<file path="config.mk">
export PLATFORM = sky130hd
export DESIGN_NAME = apb_demux_wd_flat
export DESIGN_NICKNAME = d
export VERILOG_FILES = /design/src/rtl/apb_demux_wd_if.sv /design/src/rtl/apb_demux_wd.sv /design/src/flat_wrapper.sv
export SDC_FILE = /design/constraint.sdc
export NUM_CORES = 1
export LEC_CHECK = 0
export BUFFER_PORTS_ARGS = -buffer_cell sky130_fd_sc_hd__buf_2
export CORE_AREA = 5 5 358 360
export DETAILED_ROUTE_END_ITERATION = 7
export DIE_AREA = 0 0 363 365
export SYNTH_ARGS = -nofsm -noshare
export SYNTH_HDL_FRONTEND = slang
export SYNTH_SLANG_ARGS = --single-unit
</file>
<file path="constraint.sdc">
create_clock -name clk_i -period 2.4 [get_ports clk_i]
set_input_delay 0.36 -clock clk_i [delete_from_list [all_inputs] [get_ports clk_i]]
set_output_delay 0.36 -clock clk_i [all_outputs]
set_load 0.02 [all_outputs]
</file>
<file path="src/rtl/apb_demux_wd_if.sv">
// Bus bundle for apb_demux_wd: the upstream master port plus the fan-out of N
// slave ports. Signal names are given from the demultiplexer's point of view.
interface apb_demux_wd_if #(
  parameter int unsigned APB_SLAVE_COUNT = 8,
  parameter int unsigned APB_ADDR_WIDTH  = 32,
  parameter int unsigned APB_DATA_WIDTH  = 32
);
  // Upstream master side
  logic                      psel_i;
  logic                      penable_i;
  logic                      pwrite_i;
  logic [APB_ADDR_WIDTH-1:0] paddr_i;
  logic [APB_DATA_WIDTH-1:0] pwdata_i;
  logic [APB_DATA_WIDTH-1:0] prdata_o;
  logic                      pready_o;
  logic                      pslverr_o;

  // Downstream slave side, one lane per slave
  logic [APB_SLAVE_COUNT-1:0]                     psel_o;
  logic [APB_SLAVE_COUNT-1:0]                     penable_o;
  logic [APB_SLAVE_COUNT-1:0]                     pwrite_o;
  logic [APB_SLAVE_COUNT-1:0][APB_ADDR_WIDTH-1:0] paddr_o;
  logic [APB_SLAVE_COUNT-1:0][APB_DATA_WIDTH-1:0] pwdata_o;
  logic [APB_SLAVE_COUNT-1:0][APB_DATA_WIDTH-1:0] prdata_i;
  logic [APB_SLAVE_COUNT-1:0]                     pready_i;
  logic [APB_SLAVE_COUNT-1:0]                     pslverr_i;

  // The demultiplexer itself
  modport slave (
    input  psel_i, penable_i, pwrite_i, paddr_i, pwdata_i,
    input  prdata_i, pready_i, pslverr_i,
    output prdata_o, pready_o, pslverr_o,
    output psel_o, penable_o, pwrite_o, paddr_o, pwdata_o
  );

  // Everything around it: the upstream master and the downstream slaves
  modport master (
    output psel_i, penable_i, pwrite_i, paddr_i, pwdata_i,
    output prdata_i, pready_i, pslverr_i,
    input  prdata_o, pready_o, pslverr_o,
    input  psel_o, penable_o, pwrite_o, paddr_o, pwdata_o
  );
endinterface

</file>
<file path="src/rtl/apb_demux_wd.sv">
// Registered APB 1-to-N demultiplexer with window decode, a one-cycle decode-error
// response and a watchdog that force-completes a hung slave access.
module apb_demux_wd #(
  parameter int unsigned APB_SLAVE_COUNT = 8,
  parameter int unsigned APB_ADDR_WIDTH  = 32,
  parameter int unsigned APB_DATA_WIDTH  = 32,
  parameter logic [APB_ADDR_WIDTH-1:0] BASE_ADDR [APB_SLAVE_COUNT] = '{
    'h0000_0000, 'h1000_0000, 'h2000_0000, 'h3000_0000,
    'h4000_0000, 'h5000_0000, 'h6000_0000, 'h7000_0000
  },
  parameter logic [APB_ADDR_WIDTH-1:0] ADDR_SIZE [APB_SLAVE_COUNT] = '{default: 'h1000},
  parameter int unsigned TIMEOUT_CYCLES  = 16
) (
  input  logic                clk_i,
  input  logic                rst_ni,
  apb_demux_wd_if.slave       bus,
  output logic                decerr_o,
  output logic                timeout_o,
  output logic [7:0]          err_count_o
);

  localparam int unsigned IDX_W = (APB_SLAVE_COUNT > 1) ? $clog2(APB_SLAVE_COUNT) : 1;
  localparam int unsigned WD_RAW_W = $clog2(TIMEOUT_CYCLES + 1);
  localparam int unsigned WD_W  = (WD_RAW_W > 0) ? WD_RAW_W : 1;
  localparam bit          WD_EN = (TIMEOUT_CYCLES != 0);
  localparam logic [WD_W-1:0] WD_LAST = WD_EN ? WD_W'(TIMEOUT_CYCLES - 1) : '0;

  localparam logic [1:0] IDLE     = 2'd0;
  localparam logic [1:0] SETUP_S  = 2'd1;
  localparam logic [1:0] ACCESS_S = 2'd2;
  localparam logic [1:0] ERR      = 2'd3;

  logic [1:0]                state_q, state_d;
  logic [IDX_W-1:0]          idx_q, idx_d;
  logic [APB_ADDR_WIDTH-1:0] addr_q, addr_d;
  logic [APB_DATA_WIDTH-1:0] wdata_q, wdata_d;
  logic                      write_q, write_d;
  logic [WD_W-1:0]           wd_q, wd_d;
  logic [7:0]                err_cnt_q, err_cnt_d;

  // ---------------------------------------------------------------------------
  // Address decode on the live master address; used only when a SETUP is seen
  // ---------------------------------------------------------------------------
  logic             hit_any;
  logic             hit_multi;
  logic [IDX_W-1:0] hit_idx;

  // NOTE: every always_comb output gets a default before any branch, so no path
  // leaves a value unassigned and no latch is inferred.
  always_comb begin
    hit_any   = 1'b0;
    hit_multi = 1'b0;
    hit_idx   = '0;
    for (int i = 0; i < APB_SLAVE_COUNT; i++) begin
      // Offset compare at address width: no wrap at the top of the address map,
      // and a zero-sized window can never hit.
      if ((bus.paddr_i >= BASE_ADDR[i]) &&
          ((bus.paddr_i - BASE_ADDR[i]) < ADDR_SIZE[i])) begin
        hit_multi = hit_multi | hit_any;
        hit_any   = 1'b1;
        hit_idx   = IDX_W'(i);
      end
    end
  end

  // ---------------------------------------------------------------------------
  // Selected-slave response mux and watchdog condition
  // ---------------------------------------------------------------------------
  logic [APB_SLAVE_COUNT-1:0] sel_onehot;
  logic                       pready_sel;
  logic                       pslverr_sel;
  logic [APB_DATA_WIDTH-1:0]  prdata_sel;
  logic                       wd_fire;

  always_comb begin
    sel_onehot        = '0;
    sel_onehot[idx_q] = 1'b1;
  end

  assign pready_sel  = bus.pready_i[idx_q];
  assign pslverr_sel = bus.pslverr_i[idx_q];
  assign prdata_sel  = bus.prdata_i[idx_q];

  // Fires in the TIMEOUT_CYCLES-th consecutive low-ready ACCESS cycle; a slave
  // that becomes ready in that same cycle completes normally instead.
  assign wd_fire = WD_EN && (state_q == ACCESS_S) && bus.psel_i &&
                   !pready_sel && (wd_q == WD_LAST);

  // ---------------------------------------------------------------------------
  // Next-state logic
  // ---------------------------------------------------------------------------
  always_comb begin
    state_d = state_q;
    idx_d   = idx_q;
    addr_d  = addr_q;
    wdata_d = wdata_q;
    write_d = write_q;
    wd_d    = wd_q;

    unique case (state_q)
      IDLE: begin
        if (bus.psel_i && !bus.penable_i) begin
          idx_d   = hit_idx;
          addr_d  = bus.paddr_i;
          wdata_d = bus.pwdata_i;
          write_d = bus.pwrite_i;
          state_d = (hit_any && !hit_multi) ? SETUP_S : ERR;
        end
      end
      SETUP_S: begin
        wd_d    = '0;
        state_d = bus.psel_i ? ACCESS_S : IDLE;
      end
      ACCESS_S: begin
        // A dropped psel_i abandons the transfer quietly; it is not an error.
        if (!bus.psel_i || pready_sel || wd_fire) begin
          state_d = IDLE;
        end else begin
          wd_d = wd_q + WD_W'(1);
        end
      end
      ERR: begin
        state_d = IDLE;
      end
      default: begin
        state_d = IDLE;
      end
    endcase
  end

  // ---------------------------------------------------------------------------
  // Master response and slave control outputs
  // ---------------------------------------------------------------------------
  always_comb begin
    bus.pready_o  = 1'b0;
    bus.pslverr_o = 1'b0;
    bus.prdata_o  = '0;
    bus.psel_o    = '0;
    bus.penable_o = '0;
    decerr_o      = 1'b0;
    timeout_o     = 1'b0;

    unique case (state_q)
      SETUP_S: begin
        bus.psel_o = sel_onehot;
      end
      ACCESS_S: begin
        bus.psel_o    = sel_onehot;
        bus.penable_o = sel_onehot;
        if (wd_fire) begin
          bus.pready_o  = 1'b1;
          bus.pslverr_o = 1'b1;
          timeout_o     = 1'b1;
        end else begin
          bus.pready_o  = pready_sel;
          bus.pslverr_o = pslverr_sel;
          bus.prdata_o  = prdata_sel;
        end
      end
      ERR: begin
        bus.pready_o  = 1'b1;
        bus.pslverr_o = 1'b1;
        decerr_o      = 1'b1;
      end
      default: begin
      end
    endcase
  end

  // Address, data and direction are broadcast; only psel/penable single out a slave.
  always_comb begin
    for (int i = 0; i < APB_SLAVE_COUNT; i++) begin
      bus.paddr_o[i]  = addr_q;
      bus.pwdata_o[i] = wdata_q;
      bus.pwrite_o[i] = write_q;
    end
  end

  // ---------------------------------------------------------------------------
  // Error counter, saturating at 255
  // ---------------------------------------------------------------------------
  always_comb begin
    err_cnt_d = err_cnt_q;
    if ((decerr_o || timeout_o) && (err_cnt_q != 8'hFF)) begin
      err_cnt_d = err_cnt_q + 8'd1;
    end
  end

  assign err_count_o = err_cnt_q;

  // ---------------------------------------------------------------------------
  // State registers
  // ---------------------------------------------------------------------------
  // NOTE: sequential state uses non-blocking assignments so every flop samples
  // the pre-edge value of its inputs, independent of statement order.
  always_ff @(posedge clk_i or negedge rst_ni) begin
    if (!rst_ni) begin
      state_q   <= IDLE;
      idx_q     <= '0;
      addr_q    <= '0;
      wdata_q   <= '0;
      write_q   <= 1'b0;
      wd_q      <= '0;
      err_cnt_q <= '0;
    end else begin
      state_q   <= state_d;
      idx_q     <= idx_d;
      addr_q    <= addr_d;
      wdata_q   <= wdata_d;
      write_q   <= write_d;
      wd_q      <= wd_d;
      err_cnt_q <= err_cnt_d;
    end
  end

endmodule

</file>
<file path="src/flat_wrapper.sv">
// flat-port wrapper written by rule: the top's interface ports become plain ports
module apb_demux_wd_flat 
#(
  parameter int unsigned APB_SLAVE_COUNT = 8,
  parameter int unsigned APB_ADDR_WIDTH  = 32,
  parameter int unsigned APB_DATA_WIDTH  = 32,
  parameter logic [APB_ADDR_WIDTH-1:0] BASE_ADDR [APB_SLAVE_COUNT] = '{
    'h0000_0000, 'h1000_0000, 'h2000_0000, 'h3000_0000,
    'h4000_0000, 'h5000_0000, 'h6000_0000, 'h7000_0000
  },
  parameter logic [APB_ADDR_WIDTH-1:0] ADDR_SIZE [APB_SLAVE_COUNT] = '{default: 'h1000},
  parameter int unsigned TIMEOUT_CYCLES  = 16
)
  (clk_i, rst_ni, decerr_o, timeout_o, err_count_o, bus_psel_i, bus_penable_i, bus_pwrite_i, bus_paddr_i, bus_pwdata_i, bus_prdata_i, bus_pready_i, bus_pslverr_i, bus_prdata_o, bus_pready_o, bus_pslverr_o, bus_psel_o, bus_penable_o, bus_pwrite_o, bus_paddr_o, bus_pwdata_o);
  apb_demux_wd_if #(.APB_SLAVE_COUNT(APB_SLAVE_COUNT), .APB_ADDR_WIDTH(APB_ADDR_WIDTH), .APB_DATA_WIDTH(APB_DATA_WIDTH)) bus_i ();
  input  logic clk_i;
  input  logic rst_ni;
  output logic decerr_o;
  output logic timeout_o;
  output logic [7:0] err_count_o;
  input wire logic [$bits(bus_i.psel_i)-1:0] bus_psel_i;
  input wire logic [$bits(bus_i.penable_i)-1:0] bus_penable_i;
  input wire logic [$bits(bus_i.pwrite_i)-1:0] bus_pwrite_i;
  input wire logic [$bits(bus_i.paddr_i)-1:0] bus_paddr_i;
  input wire logic [$bits(bus_i.pwdata_i)-1:0] bus_pwdata_i;
  input wire logic [$bits(bus_i.prdata_i)-1:0] bus_prdata_i;
  input wire logic [$bits(bus_i.pready_i)-1:0] bus_pready_i;
  input wire logic [$bits(bus_i.pslverr_i)-1:0] bus_pslverr_i;
  output wire logic [$bits(bus_i.prdata_o)-1:0] bus_prdata_o;
  output wire logic [$bits(bus_i.pready_o)-1:0] bus_pready_o;
  output wire logic [$bits(bus_i.pslverr_o)-1:0] bus_pslverr_o;
  output wire logic [$bits(bus_i.psel_o)-1:0] bus_psel_o;
  output wire logic [$bits(bus_i.penable_o)-1:0] bus_penable_o;
  output wire logic [$bits(bus_i.pwrite_o)-1:0] bus_pwrite_o;
  output wire logic [$bits(bus_i.paddr_o)-1:0] bus_paddr_o;
  output wire logic [$bits(bus_i.pwdata_o)-1:0] bus_pwdata_o;
  assign bus_i.psel_i = bus_psel_i;
  assign bus_i.penable_i = bus_penable_i;
  assign bus_i.pwrite_i = bus_pwrite_i;
  assign bus_i.paddr_i = bus_paddr_i;
  assign bus_i.pwdata_i = bus_pwdata_i;
  assign bus_i.prdata_i = bus_prdata_i;
  assign bus_i.pready_i = bus_pready_i;
  assign bus_i.pslverr_i = bus_pslverr_i;
  assign bus_prdata_o = bus_i.prdata_o;
  assign bus_pready_o = bus_i.pready_o;
  assign bus_pslverr_o = bus_i.pslverr_o;
  assign bus_psel_o = bus_i.psel_o;
  assign bus_penable_o = bus_i.penable_o;
  assign bus_pwrite_o = bus_i.pwrite_o;
  assign bus_paddr_o = bus_i.paddr_o;
  assign bus_pwdata_o = bus_i.pwdata_o;
  apb_demux_wd #(.APB_SLAVE_COUNT(APB_SLAVE_COUNT), .APB_ADDR_WIDTH(APB_ADDR_WIDTH), .APB_DATA_WIDTH(APB_DATA_WIDTH), .BASE_ADDR(BASE_ADDR), .ADDR_SIZE(ADDR_SIZE), .TIMEOUT_CYCLES(TIMEOUT_CYCLES)) u_core (.clk_i(clk_i), .rst_ni(rst_ni), .bus(bus_i), .decerr_o(decerr_o), .timeout_o(timeout_o), .err_count_o(err_count_o));
endmodule
</file>
# [After elaboration in Yosys (flattened, before gate mapping)]
# Cells that the tools add are included.
[totals] regBits=83 word_cells=124 in_bits=341 output_inout_bits=580 mem_bits_rw=0 mem_bits_ro=0 latch_bits=0 n_memories=0
[op_classes] order_cmp=18 n_reduce_logical=28 n_eq_ne=8 multipliers=0 div=0 n_shift=0 n_addsub=9 bitwise_logic=6 muxes=48
[ops] operator="less-than comparator 32 x 13 -> 1 bit, second input constant" count=8
[ops] operator=">= comparator 32 x 31 -> 1 bit, second input constant" count=4
[ops] operator="subtractor 32 x 31 -> 32 bit, second input constant" count=4
[ops] operator="binary-select mux 32 bit (select 3 bit)" count=1
[ops] operator="two-way mux 32 bit" count=3
[ops] operator=">= comparator 32 x 30 -> 1 bit, second input constant" count=2
[ops] operator="subtractor 32 x 30 -> 32 bit, second input constant" count=2
[ops] operator=">= comparator 32 x 1 -> 1 bit, second input constant" count=1
[ops] operator=">= comparator 32 x 29 -> 1 bit, second input constant" count=1
[ops] operator="subtractor 32 x 29 -> 32 bit, second input constant" count=1
[ops] operator="two-way mux 1 bit" count=24
[ops] operator="two-way mux 3 bit" count=6
[ops] operator="two-way mux 8 bit" count=2
[ops] operator="logical AND 1 bit" count=15
[ops] operator="case mux 5 bit (2 select lines)" count=1
[ops] operator="adder 8 x 1 -> 8 bit, second input constant" count=1
[ops] operator="two-way mux 2 bit" count=4
[ops] operator="inequality test 8 bit, second input constant" count=1
[ops] operator="case mux 2 bit (4 select lines)" count=1
[ops] operator="binary-select mux 1 bit (select 3 bit)" count=2
[ops] operator="OR 1 bit" count=6
[ops] operator="AND reduction 2 bit" count=3
[ops] operator="adder 5 x 1 -> 5 bit, second input constant" count=1
[ops] operator="equality test 5 x 4 -> 1 bit, second input constant" count=1
[ops] operator="14 further kinds" count=22

# [Depth between registers and ports, before layout]
# Gate-level depths: netlist (run 1).
[depth] word_depth=21 ltp_mapped=9 ltp_nobuf=8

# [Least setup slack after synthesis (run 1)]
# Ideal clock, no wire load.
[synth_timing] kind="flip-flop to output port" startpoint="register u_core.idx_q[1]" endpoint="output port bus_prdata_o[13]" path_buffers=3 required_time_ps=2040 stages_incl_launch_ff=9 arrival_ps=1982 path_slack_ps=58 cell_sequence="dfrtp_1 -> clkbuf_1 -> nor2b_1 -> nand2b_1 -> buf_2 -> buf_2 -> o22ai_1 -> or4_1 -> nor2_1"
[synth_between] elab_chain_cells=7
[synth_lines] item="start, declared" line_no="apb_demux_wd.sv:34" source="logic [IDX_W-1:0] idx_q, idx_d;"
[synth_lines] item="start signal, assigned" line_no="apb_demux_wd.sv:207" source="idx_q <= idx_d;"
[synth_lines] item="binary-select mux 1 bit (select 3 bit)" line_no="apb_demux_wd.sv:80" source="assign pready_sel = bus.pready_i[idx_q];"
[synth_lines] item="two-way mux 1 bit (implied by the code)" line_no="apb_demux_wd.sv:80"
[synth_lines] item="logical NOT 1 bit" line_no="apb_demux_wd.sv:87" source="!pready_sel && (wd_q == WD_LAST);"
[synth_lines] item="logical AND 1 bit" line_no="apb_demux_wd.sv:86" source="assign wd_fire = WD_EN && (state_q == ACCESS_S) && bus.psel_i &&"
[synth_lines] item="logical AND 1 bit" line_no="apb_demux_wd.sv:87"
[synth_lines] item="two-way mux 32 bit *" line_no="apb_demux_wd.sv:150" source="if (wd_fire) begin"
[synth_lines] item="two-way mux 32 bit *" line_no="apb_demux_wd.sv:143" source="unique case (state_q)"
[synth_lines] item="end, declared" line_no="flat_wrapper.sv:29" source="output wire logic [$bits(bus_i.prdata_o)-1:0] bus_prdata_o;"
# Every way passes the cells marked *; elsewhere a longest branch is shown, timed or not. The select of a mux whose other input is x is not followed.

# [Final worst setup path (run 1)]
[layout_timing] startpoint="register u_core.idx_q[0]" endpoint="output port bus_prdata_o[16]"
# The elaborated chain is that of the path after synthesis.

==> results.json, run 1 <==
{
  "outcome": "finished, violations left",
  "violations": "negative setup slack",
  "total_power_mw": 19.5,
  "clockBufferDepth": 2,
  "syn_area_um2": 8780,
  "first_global_vias": 9288,
  "place_hpwl_mm": 49.2,
  "core_area_um2": 125000,
  "htreeDepth": 3,
  "viasPerCell": 3.00,
  "synth_edf_count": 0,
  "vias": 10029,
  "finalCritPeriodShare_pct": 116,
  "fill_cells": 14503,
  "maxCapViolCount": 0,
  "ioPinCount": 921,
  "clk_latency_ps": 410,
  "timing.final.hold_violations": 0,
  "overflow": 0,
  "ys_ff_latch": 83,
  "critPathKind": "reg -> out",
  "min_path_cells": 3,
  "antenna_found_initial": 23,
  "critPathArrivalTime_ps": 2430,
  "met3_usage_pct": 3.03,
  "fp.dieH_um": 365,
  "grt.busiest_layer": "met2",
  "ys.flop_type": "dfrtp_1",
  "finalSetupViolations": 36,
  "met2_usage_pct": 12.6,
  "layout_setup_ws_ps": -385,
  "gp_congestion": 0.982,
  "die-area_um2": 132000,
  "synth.distinct_cells": 51,
  "cp_max_fo": 13,
  "synthAdderAreaFrac_pct": 1.71,
  "port_buffers": 920,
  "syn_to_final_growth_pct": 57.0,
  "clock-sinks": 83,
  "final_nets": 2029,
  "dr.pass1.iters": 5,
  "grt_max_degree": 49,
  "initial_core_util_pct": 7.04,
  "hold_path_class": "in -> reg",
  "timing.fmax_mhz": 359,
  "period_needed_ps": 2790,
  "r2r_slack_ps": 160,
  "synth_cells": 1151,
  "drc_errors": 0,
  "synth_xor_area_share_pct": 1.40,
  "cp-start-kind": "register",
  "p_leak_nw": 7.27,
  "layout-drive-gt1-share_pct": 65.8,
  "finalSetupTns_ps": -10610,
  "reg2reg_to": "u_core.err_count_o[1]",
  "avgSynthCellArea_um2": 7.63,
  "cp_data_required_time_ps": 2040,
  "grt_pass1_wl_mm": 73.8,
  "routed_wl_mm": 61.2,
  "grt_usage_pct": 8.07,
  "synthMuxAreaShare_pct": 0.784,
  "crit_path_end_kind": "output port",
  "worstMarginPinSlew_ps": 650,
  "cts_buffers": 9,
  "reg2reg_depth": 9,
  "path_clk_slew_ps": 80,
  "ys_seq_area_share_pct": 23.7,
  "synthArstFlopShare_pct": 100,
  "root_buffer": "clkbuf_16",
  "drt-initial-drc-count": 556,
  "dpl_cell_area_um2": 12500,
  "wire_per_inst_um": 18.3,
  "skew_ps": 11.4,
  "antenna_left": 0,
  "min-delay-start": "bus_pwdata_i[20]",
  "synth_compound_area_share_pct": 12.6,
  "yosysWarnings": 0,
  "synth-simple-area-share_pct": 17.7,
  "postLayoutCellArea_um2": 13800,
  "vdd_drop_max_mv": 0.842,
  "finalMaxSlewViolations": 0,
  "rsz0062_at_grt": "yes",
  "use_met1_pct": 10.0,
  "synth_top_family_by_area": "buffers and inverters",
  "r2r_start": "u_core.idx_q[0]",
  "rows": 130,
  "whs_endpoint": "u_core.wdata_q[20]",
  "cts_tree": "yes",
  "synth_nets": 1504,
  "slew_headroom_pct": 56.7,
  "power_density_nw_per_um2": 1410,
  "fp.dieW_um": 363
}
## cells by family (layout without fill, tap and decap cells)
| family | Yosys count | count (layout) |
|---|---|---|
| adder cells (fa/ha/maj) | 12 | 12 |
| XOR/XNOR | 14 | 14 |
| flip-flops | 83 | 83 |
| multiplexers | 6 | 6 |
| AO/OA/AOI/OAI | 169 | 169 |
| other | 0 | 9 |
| AND/OR/NAND/NOR | 348 | 348 |
| buffers and inverters | 519 | 1049 |
## worst max-delay path by stage
stage,slack (ps),to,cells past startpoint,from
4_1_cts,-410,bus_prdata_o[17],8,u_core.idx_q[0]
5_1_grt,-470,bus_prdata_o[25],9,u_core.idx_q[2]
2_1_floorplan,60,bus_prdata_o[13],8,u_core.idx_q[1]
3_5_place_dp,-160,bus_prdata_o[4],7,u_core.idx_q[1]
6_report,-390,bus_prdata_o[16],8,u_core.idx_q[0]
3_3_place_gp,-140,u_core.state_q[1],8,bus_paddr_i[5]
## Yosys cell counts (all sizes together), types with 2 or more instances
library cell  number  share of area (%)
buf              481                 40
nand2            210                9.0
o22ai            130                9.3
dfrtp             83                 24
nor2              60                2.6
or4               32                2.7
clkbuf            26                1.1
ha                12                1.7
inv               12               0.51
o21ai             12               0.68
xor2              11                1.1
nand3              9               0.66
a21oi              8               0.50
nor4               8               0.57
mux2               4               0.56
nand4              4               0.28
nor2b              4               0.31
nor3               4               0.23
nor3b              4               0.34
a31oi              3               0.21
nand2b             3               0.21
xnor2              3               0.30
a31o               2               0.20
a32oi              2               0.20
mux2i              2               0.23
nand3b             2               0.17
or2                2               0.14
or3                2               0.14
## final cells by class
cell class	instances	area [µm²]	share of cell area (%)
inverters	12	45.0	0.327
clock buffers	10	229	1.66
multi-input cells	549	3320	24.1
clock inverters	6	71.3	0.517
well taps	1650	2060	15.0
diodes	9	22.5	0.163
flip-flops and latches	83	2080	15.1
repair buffers	1021	5960	43.2
## flip-flops by register name (all words and copies together), names as in the netlist
| signal | cells |
|---|---|
| u_core.write_q | 1 |
| u_core.wd_q | 5 |
| u_core.err_count_o | 8 |
| u_core.state_q | 2 |
| u_core.wdata_q | 32 |
| u_core.addr_q | 32 |
| u_core.idx_q | 3 |
## placed cells by master (no fill, tap or decap), types with 3 or more instances in the layout
master     instances
a21oi_1            7
a31oi_1            3
buf_12            21
buf_16             3
buf_2            889
buf_4             74
buf_6             26
buf_8              3
clkbuf_16         13
dfrtp_1           81
diode_2            9
ha_1              11
inv_1             12
nand2_1          206
nand3_1            6
nand3_4            3
nand4_1            4
nor2_1            39
nor2_2            14
nor2_4             7
nor3_1             3
nor3b_1            4
nor4_1             6
o21ai_0           12
o22ai_1          119
o22ai_2           10
or4_1             23
or4_4              9
xnor2_1            3
xor2_1            11
## report_power, final
part | switching, mW | internal (mW) | total, mW
clock network | 0.730 | 0.815 | 1.54
logic | 9.52 | 4.67 | 14.2
registers | 1.79 | 1.97 | 3.76
total | 12.0 | 7.45 | 19.5
## routing by layer
layer | routed length [µm] | share of wire (%)
met5 | 102 | 0.17
met4 | 1810 | 3.0
met3 | 6490 | 11
met2 | 27800 | 45
met1 | 25000 | 41
## through the flow
step	std cells	worst slack (ps)	hold slack, ps	utilization [%]
final	3340	-385	135	11.0
after CTS	3321	-410	54.5	10.7
after floorplan	1151	58.3	64.4	-
after global routing	3335	-470	87.3	11.0
after detailed placement	3279	-161	427	10.1
after global placement	3279	-141	424	10.1
## repair_timing
item / CTS / global route
pin swaps: 7 / 8
cloned: 3 / 5
endpoints found under the hold margin: 24 / 0
hold buffers: 1 / 0
gates resized for setup: 67 / 67
endpoints found under the setup margin: 37 / 40
buffers inserted: 22 / 6
## critical path, stage by stage (launching register included)
cell,delay [ps]
dfrtp_1,380
buf_12,160
or3_4,170
buf_12,150
buf_12,150
o22ai_1,80
or4_4,550
nor2_2,170
buf_4,160
Power figures use the tool's default switching activity.
==> inputs of run 2 (changes only) <==
--- a/config.mk
+++ b/config.mk
@@ -6,9 +6,13 @@
 export NUM_CORES = 1
 export LEC_CHECK = 0
 export BUFFER_PORTS_ARGS = -buffer_cell sky130_fd_sc_hd__buf_2
-export CORE_AREA = 5 5 358 360
+export CELL_PAD_IN_SITES_DETAIL_PLACEMENT = 1
+export CELL_PAD_IN_SITES_GLOBAL_PLACEMENT = 2
+export CORE_AREA = 5 5 351 353
 export DETAILED_ROUTE_END_ITERATION = 7
-export DIE_AREA = 0 0 363 365
+export DIE_AREA = 0 0 356 358
+export PLACE_DENSITY_LB_ADDON = 0.1
+export SKIP_LAST_GASP = 1
 export SYNTH_ARGS = -nofsm -noshare
 export SYNTH_HDL_FRONTEND = slang
 export SYNTH_SLANG_ARGS = --single-unit
==> run 2 against run 1 <==
Against the previous run:
- setup slack better by 16 ps
- cell count is 0.78% lower
- largest cell class unchanged
- the run still ends with negative setup slack left
- clock power is 4% higher
- total power is 1.7% lower
- first-iteration DRC count is 37% lower
- die area is 3.8% lower
==> results.json, run 2 (synthesized netlist as in run 1, its figures left out) <==
{
  "dr.pass1.iters": 4,
  "p_leak_nw": 7.19,
  "antenna_left": 0,
  "finalSetupViolations": 34,
  "hold_path_class": "in -> reg",
  "syn_to_final_growth_pct": 53.0,
  "combPwrFrac_pct": 74.0,
  "power_density_nw_per_um2": 1430,
  "core_area_um2": 119000,
  "final_cell_mix": "891 x buf_2, 210 x nand2_1, 125 x o22ai_1, 111 x buf_4, 81 x dfrtp_1",
  "dp_slack_ps": -102,
  "finalCritPeriodShare_pct": 115,
  "cts_tree": "yes",
  "cp_data_required_time_ps": 2040,
  "path_clk_slew_ps": 80,
  "switching_share_pct": 62.3,
  "gp_congestion": 0.809,
  "final_cells": 3314,
  "grt_pass1_wl_mm": 90.6,
  "initial_core_util_pct": 7.35,
  "period_needed_ps": 2770,
  "layout_setup_ws_ps": -369,
  "timing.final.hold_violations": 0,
  "grt_max_degree": 40,
  "crit_path_end_kind": "output port",
  "overflow": 0,
  "worstMarginPinSlew_ps": 643,
  "skew_ps": 8.16,
  "rsz0062_at_grt": "yes",
  "fp.dieW_um": 356,
  "vdd_drop_max_mv": 0.413,
  "maxCapViolCount": 0,
  "port_buffers": 920,
  "cp-start-kind": "register",
  "clock-sinks": 83,
  "die-area_um2": 127000,
  "cts_buffers": 9,
  "total_power_mw": 19.2,
  "finalMaxSlewViolations": 0,
  "wire_per_inst_um": 21.2,
  "final_nets": 2039,
  "antenna_found_initial": 17,
  "critPathArrivalTime_ps": 2410,
  "drc_errors": 0,
  "p_seq_share_pct": 17.7,
  "layout-drive-gt1-share_pct": 64.2,
  "violations": "negative setup slack",
  "critPathKind": "reg -> out",
  "cp_max_fo": 16,
  "routed_wl_mm": 70.4,
  "switchingPower_mw": 11.9,
  "fp.dieH_um": 358,
  "placedCellCount": 3269,
  "first_global_vias": 10126,
  "timing.fmax_mhz": 361,
  "intPower_mw": 7.23,
  "outcome": "finished, violations left",
  "drt-initial-drc-count": 350,
  "clockBufferDepth": 2,
  "rows": 127,
  "ioPinCount": 921,
  "place_hpwl_mm": 59.8,
  "slew_headroom_pct": 57.2,
  "layout_commonest_cell": "buf_2",
  "root_buffer": "clkbuf_16",
  "finalSetupTns_ps": -10660,
  "grt_usage_pct": 10.2,
  "vias": 9652,
  "viasPerCell": 2.91,
  "layout.core_utilization_pct": 11.2,
  "htreeDepth": 3,
  "clk_latency_ps": 380,
  "p_clk_share_pct": 8.3
}
-- run 2: cell count changes in the layout (fill, tap and decap cells not counted), sizes merged --
cell	delta
diode	+2
buf	+12
inv	-1
clkbuf	-2
clkinv	+1
-- run 2: final cells by class --
cell class                      count  area, µm²
Timing Repair Buffer             1031       5830
Antenna cell                       11       27.5
Sequential cell                    83       2080
Multi-Input combinational cell    549       3140
Fill cell                       14503     106000
Clock inverter                      6       63.8
Tap cell                         1612       2020
Inverter                           12       45.0
Clock buffer                       10        229
-- run 2: final timing paths --
kind | start | to | slack (ps) | depth (start not counted)
worst max-delay path | u_core.idx_q[0] | bus_prdata_o[2] | -370 | 8
worst min-delay path | bus_pwdata_i[24] | u_core.wdata_q[24] | 160 | 3
worst max register to register | u_core.idx_q[0] | u_core.err_count_o[5] | 150 | 8
worst min register to register | u_core.err_count_o[7] | u_core.err_count_o[7] | 510 | 1
max in group asynchronous | rst_ni | u_core.wdata_q[12] | 1150 | 3
min in group asynchronous | rst_ni | u_core.addr_q[5] | 550 | 2
-- run 2: critical path, stage by stage, from the launching register on --
cell     delay (ps)
dfrtp_1         370
buf_12          150
or3_1           150
buf_12          200
buf_4           170
o22ai_1         110
or4_1           510
nor2_1          150
buf_2           190
-- run 2: stage by stage --
stage | hold WS, ps | cell area [µm²]
finish | 155 | 13400
detailed placement | 464 | 12700
floorplan | 64.4 | 8780
global route | 126 | 13400
global placement | 454 | 12700
CTS | 98.2 | 13300
-- run 2: what timing repair did --
action                                 in CTS  in global routing
setup buffers                              12                  1
endpoints found under the hold margin      28                  0
gates resized for setup                    42                 28
gates cloned                                3                  1
pin swaps                                   1                  2
setup endpoints to repair                  36                 43
hold buffers                                1                  0
-- run 2: power by group through the flow --
stage          clock (mW)  sequential, mW  combinational (mW)
4_1_cts              1.78            3.52                14.4
5_1_grt              1.79            3.69                15.0
6_report             1.60            3.39                14.2
3_3_place_gp            0            3.44                14.2
2_1_floorplan           0            3.69                11.8
3_5_place_dp            0            3.54                14.0
-- run 2: layer usage --
| metal | global-route usage [%] | share of wire [%] |
|---|---|---|
| met1 | 12.2 | 40 |
| met5 | 0 | 0.048 |
| met3 | 2.18 | 5.2 |
| met4 | 1.71 | 0.72 |
| met2 | 19.0 | 54 |
==> inputs of run 3 (changes only) <==
--- a/config.mk
+++ b/config.mk
@@ -8,10 +8,10 @@
 export BUFFER_PORTS_ARGS = -buffer_cell sky130_fd_sc_hd__buf_2
 export CELL_PAD_IN_SITES_DETAIL_PLACEMENT = 1
 export CELL_PAD_IN_SITES_GLOBAL_PLACEMENT = 2
-export CORE_AREA = 5 5 351 353
+export CORE_AREA = 2 2 358 360
 export DETAILED_ROUTE_END_ITERATION = 7
-export DIE_AREA = 0 0 356 358
-export PLACE_DENSITY_LB_ADDON = 0.1
+export DIE_AREA = 0 0 360 362
+export PLACE_DENSITY = 0.4
 export SKIP_LAST_GASP = 1
 export SYNTH_ARGS = -nofsm -noshare
 export SYNTH_HDL_FRONTEND = slang
==> run 3 against run 2 <==
Against the previous run:
- the run still ends with negative setup slack left
- wire length decreased by 19%
- total power increased by 2.1%
- register-to-register slack got worse by 90 ps
- via count increased by 1.8%
- first-iteration DRC count increased by 24%
- critical path depth increased by 2
- combinational power about the same
==> results.json, run 3 (synthesized netlist as in run 1, its figures left out) <==
{
  "outcome": "finished, violations left",
  "violations": "negative setup slack",
  "cts_buffers": 9,
  "min_path_cells": 3,
  "multiInputGateArea_um2": 3370,
  "overflow": 0,
  "clk_latency_ps": 410,
  "grt_usage_pct": 8.29,
  "critPathArrivalTime_ps": 2480,
  "power_density_nw_per_um2": 1370,
  "switchingPower_mw": 11.7,
  "p_leak_nw": 7.59,
  "ioPinCount": 921,
  "final_nets": 2091,
  "reg2reg_to": "u_core.err_count_o[1]",
  "gp_congestion": 0.851,
  "rsz0062_at_grt": "yes",
  "whs_endpoint": "u_core.wdata_q[1]",
  "layout_commonest_cell": "buf_2",
  "core_area_um2": 127000,
  "cp-start-kind": "register",
  "cp_data_required_time_ps": 2040,
  "wire_per_inst_um": 16.8,
  "finalSetupTns_ps": -13360,
  "r2r_start": "u_core.idx_q[0]",
  "crit_chain": "buf_6, mux2_4, a21oi_4, nand4_1, inv_1, nand2b_4, buf_12, buf_4, nor2_1, buf_2",
  "cp_max_fo": 7,
  "antenna_left": 0,
  "p_seq_share_pct": 17.3,
  "intPower_mw": 7.88,
  "r2r_slack_ps": 60,
  "combPwrFrac_pct": 74.3,
  "slew_headroom_pct": 56.4,
  "hold_path_class": "in -> reg",
  "finalMaxSlewViolations": 0,
  "critPathTopFamily": "buffers and inverters",
  "path_clk_slew_ps": 90,
  "max_stage_delay_ps": 490,
  "routed_wl_mm": 57.1,
  "crit_buf_inv": 5,
  "viasPerCell": 2.88,
  "switching_share_pct": 59.7,
  "cts_tree": "yes",
  "timing.fmax_mhz": 352,
  "reg2reg_depth": 9,
  "maxCapViolCount": 0,
  "timing.final.hold_violations": 0,
  "dr.pass1.iters": 4,
  "period_needed_ps": 2840,
  "fp.dieH_um": 362,
  "drt-initial-drc-count": 433,
  "port_buffers": 920,
  "grt_pass1_wl_mm": 77.1,
  "hold_slack_ps": 129,
  "die-area_um2": 130000,
  "seqCellArea_um2": 2080,
  "dpl_cell_area_um2": 12900,
  "vdd_drop_max_mv": 0.728,
  "place_hpwl_mm": 47.1,
  "initial_core_util_pct": 6.93,
  "crit_path_end_kind": "output port",
  "final_cell_mix": "886 x buf_2, 205 x nand2_1, 126 x buf_4, 121 x o22ai_1, 80 x dfrtp_1",
  "antenna_found_initial": 15,
  "htreeDepth": 3,
  "layout-drive-gt1-share_pct": 67.2,
  "grt_max_degree": 64,
  "finalCritPeriodShare_pct": 119,
  "dp_slack_ps": -516,
  "root_buffer": "clkbuf_16",
  "min-delay-start": "bus_pwdata_i[1]",
  "fill_cells": 15338,
  "clockBufferDepth": 2,
  "finalSetupViolations": 34,
  "drc_errors": 0,
  "crit_slowest_cell": "dfrtp_2",
  "skew_ps": 23.8,
  "layout_setup_ws_ps": -444,
  "p_clk_share_pct": 8.4,
  "clock-sinks": 83,
  "first_global_vias": 10101,
  "critPathKind": "reg -> out",
  "rows": 131,
  "vias": 9823,
  "syn_to_final_growth_pct": 63.4,
  "postLayoutCellArea_um2": 14300,
  "worstMarginPinSlew_ps": 654,
  "fp.dieW_um": 360
}
## run 3: cell count changes in the layout (fill, tap and decap cells not counted), sizes merged
cell      delta
buf         +52
bufbuf       +1
clkbuf       -3
clkinv       -2
clkinvlp     +1
diode        -9
inv          +3
## run 3: layout make-up
cell class                      instances  area share, %
Clock buffer                            9           1.57
Sequential cell                        83           14.5
Clock inverter                          7          0.637
Inverter                               12          0.340
Antenna cell                            2         0.0349
Timing Repair inverter                  1         0.0523
Multi-Input combinational cell        549           23.5
Tap cell                             1662           14.5
Timing Repair Buffer                 1082           44.9
## run 3: repair_timing
action / 4_1_cts / 5_1_grt
endpoints found under the hold margin: 16 / 0
endpoints found under the setup margin: 42 / 50
hold buffers: 1 / 0
gates resized for setup: 106 / 67
pin swaps: 20 / 15
cloned: 6 / 1
buffers inserted: 39 / 15
## run 3: layer usage
metal,share of wire [%],track usage (%)
met5,0.18,0
met4,1.1,2.23
met3,6.7,2.10
met2,51,14.5
met1,41,10.0
## run 3: through the flow
step / power [mW] / instances / util, %
final: 19.6 / 3407 / 11.3
after global routing: 20.8 / 3407 / 11.3
after CTS: 19.6 / 3394 / 11.1
after detailed placement: 17.0 / 3337 / 10.2
after global placement: 17.0 / 3337 / 10.2
after floorplan: 15.5 / 1151 / -
## run 3: worst min-delay path: cells and delay by family
family                 cells  cell delay, ps
buffers and inverters      1              70
AND/OR/NAND/NOR            2              90
## run 3: power by group through the flow
stage / Combinational (mW) / Clock [mW] / Sequential [mW]
finish: 14.5 / 1.65 / 3.39
floorplan: 11.8 / 0 / 3.69
CTS: 14.4 / 1.83 / 3.45
detailed placement: 13.5 / 0 / 3.47
global placement: 13.7 / 0 / 3.35
global route: 15.3 / 1.83 / 3.60
## run 3: how the worst max path moves through the flow
stage	to	startpoint	cells after the start	slack [ps]
floorplan	bus_prdata_o[13]	u_core.idx_q[1]	8	60
global placement	bus_prdata_o[6]	u_core.idx_q[0]	7	-520
detailed placement	bus_prdata_o[6]	u_core.idx_q[0]	7	-520
CTS	bus_prdata_o[6]	u_core.idx_q[2]	7	-510
global route	bus_prdata_o[15]	u_core.idx_q[0]	10	-590
finish	bus_prdata_o[15]	u_core.idx_q[0]	10	-440
